`config.mk`:
```
export PLATFORM = sky130hd
export DESIGN_NAME = normalizador_pf
export DESIGN_NICKNAME = d
export VERILOG_FILES = /design/src/rtl/normalizador_pf.sv
export SDC_FILE = /design/constraint.sdc
export NUM_CORES = 1
export LEC_CHECK = 0
export ABC_AREA = 1
export CAP_MARGIN = 10
export CORE_MARGIN = 4
export CORE_UTILIZATION = 30
export CTS_CLUSTER_DIAMETER = 30
export DETAILED_ROUTE_END_ITERATION = 7
export SLEW_MARGIN = 25
export SYNTH_ARGS = -nofsm -noshare
export SYNTH_HDL_FRONTEND = slang
export SYNTH_SLANG_ARGS = --single-unit
```
`constraint.sdc`:
```
create_clock -name clk -period 3.6 [get_ports clk]
set_clock_uncertainty 0.2 [all_clocks]
set_input_delay 0.72 -clock clk [delete_from_list [all_inputs] [get_ports clk]]
set_output_delay 0.72 -clock clk [all_outputs]
set_load 0.01 [all_outputs]
```
`src/rtl/normalizador_pf.sv`:
```
// Normalise and round stage behind the binary32 adder datapath.
// Iterative 1-bit/cycle left shift, carry right shift, RNE rounding.
module normalizador_pf #(
  parameter int EXP_W  = 8,
  parameter int MANT_W = 23
) (
  input  logic                    clk,
  input  logic                    rst_n,
  input  logic                    in_valid,
  output logic                    in_ready,
  input  logic                    in_sign,
  input  logic [EXP_W-1:0]        in_exp,
  input  logic [MANT_W+4:0]       in_mant,
  output logic                    out_valid,
  input  logic                    out_ready,
  output logic [EXP_W+MANT_W:0]   out_result,
  output logic                    out_overflow
);

  localparam int MW = MANT_W + 5;
  localparam int RW = EXP_W + MANT_W + 1;

  localparam logic [1:0] IDLE  = 2'd0;
  localparam logic [1:0] NORM  = 2'd1;
  localparam logic [1:0] ROUND = 2'd2;
  localparam logic [1:0] DONE  = 2'd3;

  localparam logic [EXP_W:0] EXP_ONE = {{EXP_W{1'b0}}, 1'b1};
  localparam logic [EXP_W:0] EXP_MAX = {1'b0, {EXP_W{1'b1}}};

  logic [1:0]        state;
  logic              signReg;
  logic              specReg;
  logic [EXP_W:0]    expReg;
  logic [MW-1:0]     mantReg;
  logic [RW-1:0]     resReg;
  logic              ovfReg;

  logic              roundUp;
  logic [MW-1:0]     mantSum;
  logic [MW-1:0]     mantRnd;
  logic [EXP_W:0]    expRnd;
  logic [MANT_W-1:0] fracRnd;
  logic [MANT_W-1:0] fracSp;
  logic [RW-1:0]     resNext;
  logic              ovfNext;

  assign in_ready     = (state == IDLE);
  assign out_valid    = (state == DONE);
  assign out_result   = resReg;
  assign out_overflow = ovfReg;

  always_comb begin
    roundUp = mantReg[2] & (mantReg[1] | mantReg[0] | mantReg[3]);
    mantSum = mantReg + {{(MW-4){1'b0}}, roundUp, 3'b000};
    mantRnd = mantSum;
    expRnd  = expReg;
    if (mantSum[MW-1]) begin
      mantRnd = mantSum >> 1;
      expRnd  = expReg + EXP_ONE;
    end
    fracRnd = mantRnd[MW-3:3];
    fracSp  = mantReg[MW-3:3];
    if (fracSp != '0) fracSp[MANT_W-1] = 1'b1;
    ovfNext = 1'b0;
    // Inf/NaN pass through untouched apart from quieting.
    if (specReg) begin
      resNext = {signReg, {EXP_W{1'b1}}, fracSp};
    end else if (expRnd >= EXP_MAX) begin
      resNext = {signReg, {EXP_W{1'b1}}, {MANT_W{1'b0}}};
      ovfNext = 1'b1;
    end else if (mantRnd == '0) begin
      resNext = {signReg, {(RW-1){1'b0}}};
    end else if (expRnd == EXP_ONE && !mantRnd[MW-2]) begin
      resNext = {signReg, {EXP_W{1'b0}}, fracRnd};
    end else begin
      resNext = {signReg, expRnd[EXP_W-1:0], fracRnd};
    end
  end

  always_ff @(posedge clk or negedge rst_n) begin
    if (!rst_n) begin
      state   <= IDLE;
      signReg <= 1'b0;
      specReg <= 1'b0;
      expReg  <= '0;
      mantReg <= '0;
      resReg  <= '0;
      ovfReg  <= 1'b0;
    end else begin
      unique case (state)
        IDLE: begin
          if (in_valid) begin
            signReg <= in_sign;
            specReg <= &in_exp;
            expReg  <= (in_exp == '0) ? EXP_ONE : {1'b0, in_exp};
            mantReg <= in_mant;
            state   <= NORM;
          end
        end
        NORM: begin
          if (specReg) begin
            state <= ROUND;
          end else if (mantReg[MW-1]) begin
            mantReg <= {1'b0, mantReg[MW-1:2], mantReg[1] | mantReg[0]};
            expReg  <= expReg + EXP_ONE;
            state   <= ROUND;
          end else if (mantReg == '0 || mantReg[MW-2] ||
                       expReg <= EXP_ONE) begin
            state <= ROUND;
          end else begin
            mantReg <= {mantReg[MW-2:0], 1'b0};
            expReg  <= expReg - EXP_ONE;
          end
        end
        ROUND: begin
          resReg <= resNext;
          ovfReg <= ovfNext;
          state  <= DONE;
        end
        DONE: begin
          if (out_ready) state <= IDLE;
        end
        default: state <= IDLE;
      endcase
    end
  end

endmodule

```
==> results of run 1 <==
[how the worst max path moves through the flow]
stage | endpoint | slack (ns) | depth (start not counted)
final | out_result[12]$_DFFE_PN0P_ | 0.37 | 15
after global routing | out_result[12]$_DFFE_PN0P_ | 0.12 | 19
after CTS | out_result[12]$_DFFE_PN0P_ | 0.30 | 19
after detailed placement | out_result[27]$_DFFE_PN0P_ | 0.32 | 18
after global placement | out_result[26]$_DFFE_PN0P_ | 0.48 | 18
after floorplan | out_result[25]$_DFFE_PN0P_ | 1.01 | 20
[registers in the layout, indices dropped and copies added, names as in the netlist]
signal / flops
state: 2
specReg: 1
expReg: 9
signReg: 1
out_result: 32
out_overflow: 1
mantReg: 28
[per-layer routing]
layer | part of all wire | vias up | routed length [um] | track usage
met5 | 0 | - | 0 | 0
met4 | 0.022 | 0 | 426 | 0.0660
met3 | 0.064 | 30 | 1220 | 0.0268
met2 | 0.41 | 221 | 7760 | 0.256
met1 | 0.50 | 2742 | 9560 | 0.269
li1 | - | 2959 | - | -
[kinds of logic after synthesis]
group | after synthesis | share of synthesized area
XOR/XNOR | 9 | 0.0139
AO/OA/AOI/OAI | 169 | 0.169
flip-flops | 74 | 0.327
multiplexers | 1 | 0.00199
AND/OR/NAND/NOR | 483 | 0.380
adder cells (fa/ha/maj) | 8 | 0.0177
buffers and inverters | 113 | 0.0902
[placed cells by master (no fill, tap or decap), types with 2 or more instances in the layout]
cell             Yosys  final
o221ai_1             2      2
bufinv_16            0      2
buf_4                3     15
o31ai_1              2      2
nand3_1             60     60
nor2_1              94     93
xnor2_1              2      2
inv_2                4      4
nor2_2               4      5
o211ai_1            26     26
clkbuf_16            0      9
clkdlybuf4s50_1      0     74
xor2_1               7      7
nand4_1             29     29
nand2_2             19     18
o22ai_1              3      3
nand2_1            252    252
clkbuf_8             0      2
nor3_1               6      6
nor2_4               7      7
o21ai_2              3      3
ha_1                 8      8
dfrtp_1             74     74
nor4_1               3      3
nand2_4              6      7
o21ai_0             59     59
o21ai_1              3      3
inv_1               66     66
a21oi_1             65     65
[worst max-delay path, cell delays in order (launching register included)]
cell and delay, ns:
dfrtp_1 0.40, nand2_1 0.11, inv_1 0.07, ha_1 0.22, nand2_2 0.10, nor2_4 0.20, nand2_4 0.07, nor2_4 0.16
nand2_4 0.09, nand2_4 0.11, nand2_4 0.21, o21ai_2 0.59, nand2_2 0.14, inv_2 0.25, nand2_2 0.07, a21oi_1 0.15
[metrics by stage]
step                instances  power [mW]  hold slack, ns
floorplan                 857        4.25           0.224
global placement         1135        5.64           0.257
detailed placement       1135        5.66           0.274
CTS                      1151        6.71           0.285
global route             1151        7.34           0.257
finish                   1151        6.74           0.196
[report_power, final]
| group | leakage, nW | total, mW | internal (mW) | switching, mW |
|---|---|---|---|---|
| clock network | 0.162 | 1.03 | 0.648 | 0.380 |
| registers | 0.890 | 1.76 | 1.25 | 0.505 |
| logic | 2.04 | 3.96 | 1.45 | 2.51 |
| total | 3.10 | 6.74 | 3.35 | 3.39 |
[cell type report]
class,count,area [um^2],area share
clock buffer,11,253,0.0364
clock inverter,5,85.1,0.0123
inverter,71,267,0.0384
multi-input combinational,670,3310,0.477
sequential,74,1850,0.267
tap,229,287,0.0413
timing repair buffer,91,885,0.128
[what timing repair did]
action	CTS	global route
endpoints found under the hold margin	0	0
endpoints found under the setup margin	0	10
resized for setup	0	1
==> results.ini, run 1 <==
[synthesis]
syn-cell-area_um2=5660
ys_seq_area_frac=0.327
synth_cells=857
ys_dominant_reg_cell=dfrtp_1
synth_most_common_cell=nand2_1
syn_area_per_cell_um2=6.61
ys_ff_latch=74
synth_cell_types=43
yosys.area.top_type=dfrtp_1
syn-num-nets=906
synth_top_cell_area_share=0.327
synthTopCellsByCount=nand2_1 (252), nor2_1 (94), dfrtp_1 (74)
ys_top_cells_by_area=dfrtp_1 (33%), nand2_1 (17%), nor2_1 (6.2%)
ys_warn_count=0
synthArstFlopShare=1.00
synth_edf_count=0

[placement]
dp_slack_ns=0.321
place_area_um2=6590
portBuffers=75
finalWeightedCongestion=0.947
hpwl_mm=14.7

[floorplan]
die_h_um=145
die_area_um2=21100
start_util=0.310
rows=49
fp.dieW_um=145
core_um2=18300
io_pins=76

[global_route]
grt-ovfl-total=0
antenna_found_initial=0
track_usage=0.178
grt_max_degree=75
grt_pass1_vias=5612
grt_pass1_wl_mm=30.8

[timing]
rsz0062_at_grt=false
max_slew_margin=0.509
finalCriticalPeriod_ns=3.23
fin_crit_sh=0.899
hold_viol=0
fmax_ghz=0.309
tightest_slew_ns=0.736
slew_viol_final=0
setup_viol=0
finalSetupTns_ns=0
setup_ws_ns=0.365

[flow_run]
maxCapViolCount=0

[cts]
clockBufferDepth=2
cts_hold_buf=0
clkTransAtPathRegs_ns=0.06
post_cts_buffers=0
cts_max_level=3
ctsRootBufferMaster=clkbuf_16
clock-sinks=74
tritoncts=built
insertion_delay_ns=0.36
cts_buffers=9

[setup_path]
r2r_cells=15
worstReg2RegStart=mantReg[3]$_DFFE_PN0P_
timing.rr.end=out_result[12]$_DFFE_PN0P_
worstPathRequired_ns=3.67
startpoint=mantReg[3]$_DFFE_PN0P_
path_max_fanout=36
crit_type=flop to flop
cp-start-kind=flop
critPathArrivalTime_ns=3.30
reg2reg_slack_ns=0.37
crit_path_end_kind=flop

[finish]
drive_above_1_share=0.0879
final_core_util=0.380
synthToLayoutAreaGrowth_pct=22.5
fill_cells=1979
final_cell_area_um2=6930
final_nets=966
diodes=0

[power]
peakVddDrop_v=0.000326
powerDensity_nw_per_um2=972
p_leak_nw=3.10

[drt]
drtIter0Drc=591
first_pass_iters=6
avgViaCountPerCell=5.17
drcViolationCount=0
drtAntennaViolNets=0
wl_per_cell_um=16.5
wirelength_mm=19.0
num_vias=5952

[status]
status=finished, final reports clean

[min_path]
min-delay-path-class=input port to async pin

Note: power is estimated with default switching activity, not from simulation.
==> run 2: changes to the inputs <==
--- a/config.mk
+++ b/config.mk
@@ -10,6 +10,7 @@
 export CORE_MARGIN = 4
 export CORE_UTILIZATION = 30
 export CTS_CLUSTER_DIAMETER = 30
+export CTS_CLUSTER_SIZE = 20
 export DETAILED_ROUTE_END_ITERATION = 7
 export SLEW_MARGIN = 25
 export SYNTH_ARGS = -nofsm -noshare
==> results of run 2 <==
The final DEF is identical to that of run 1; final timing and power are the same.
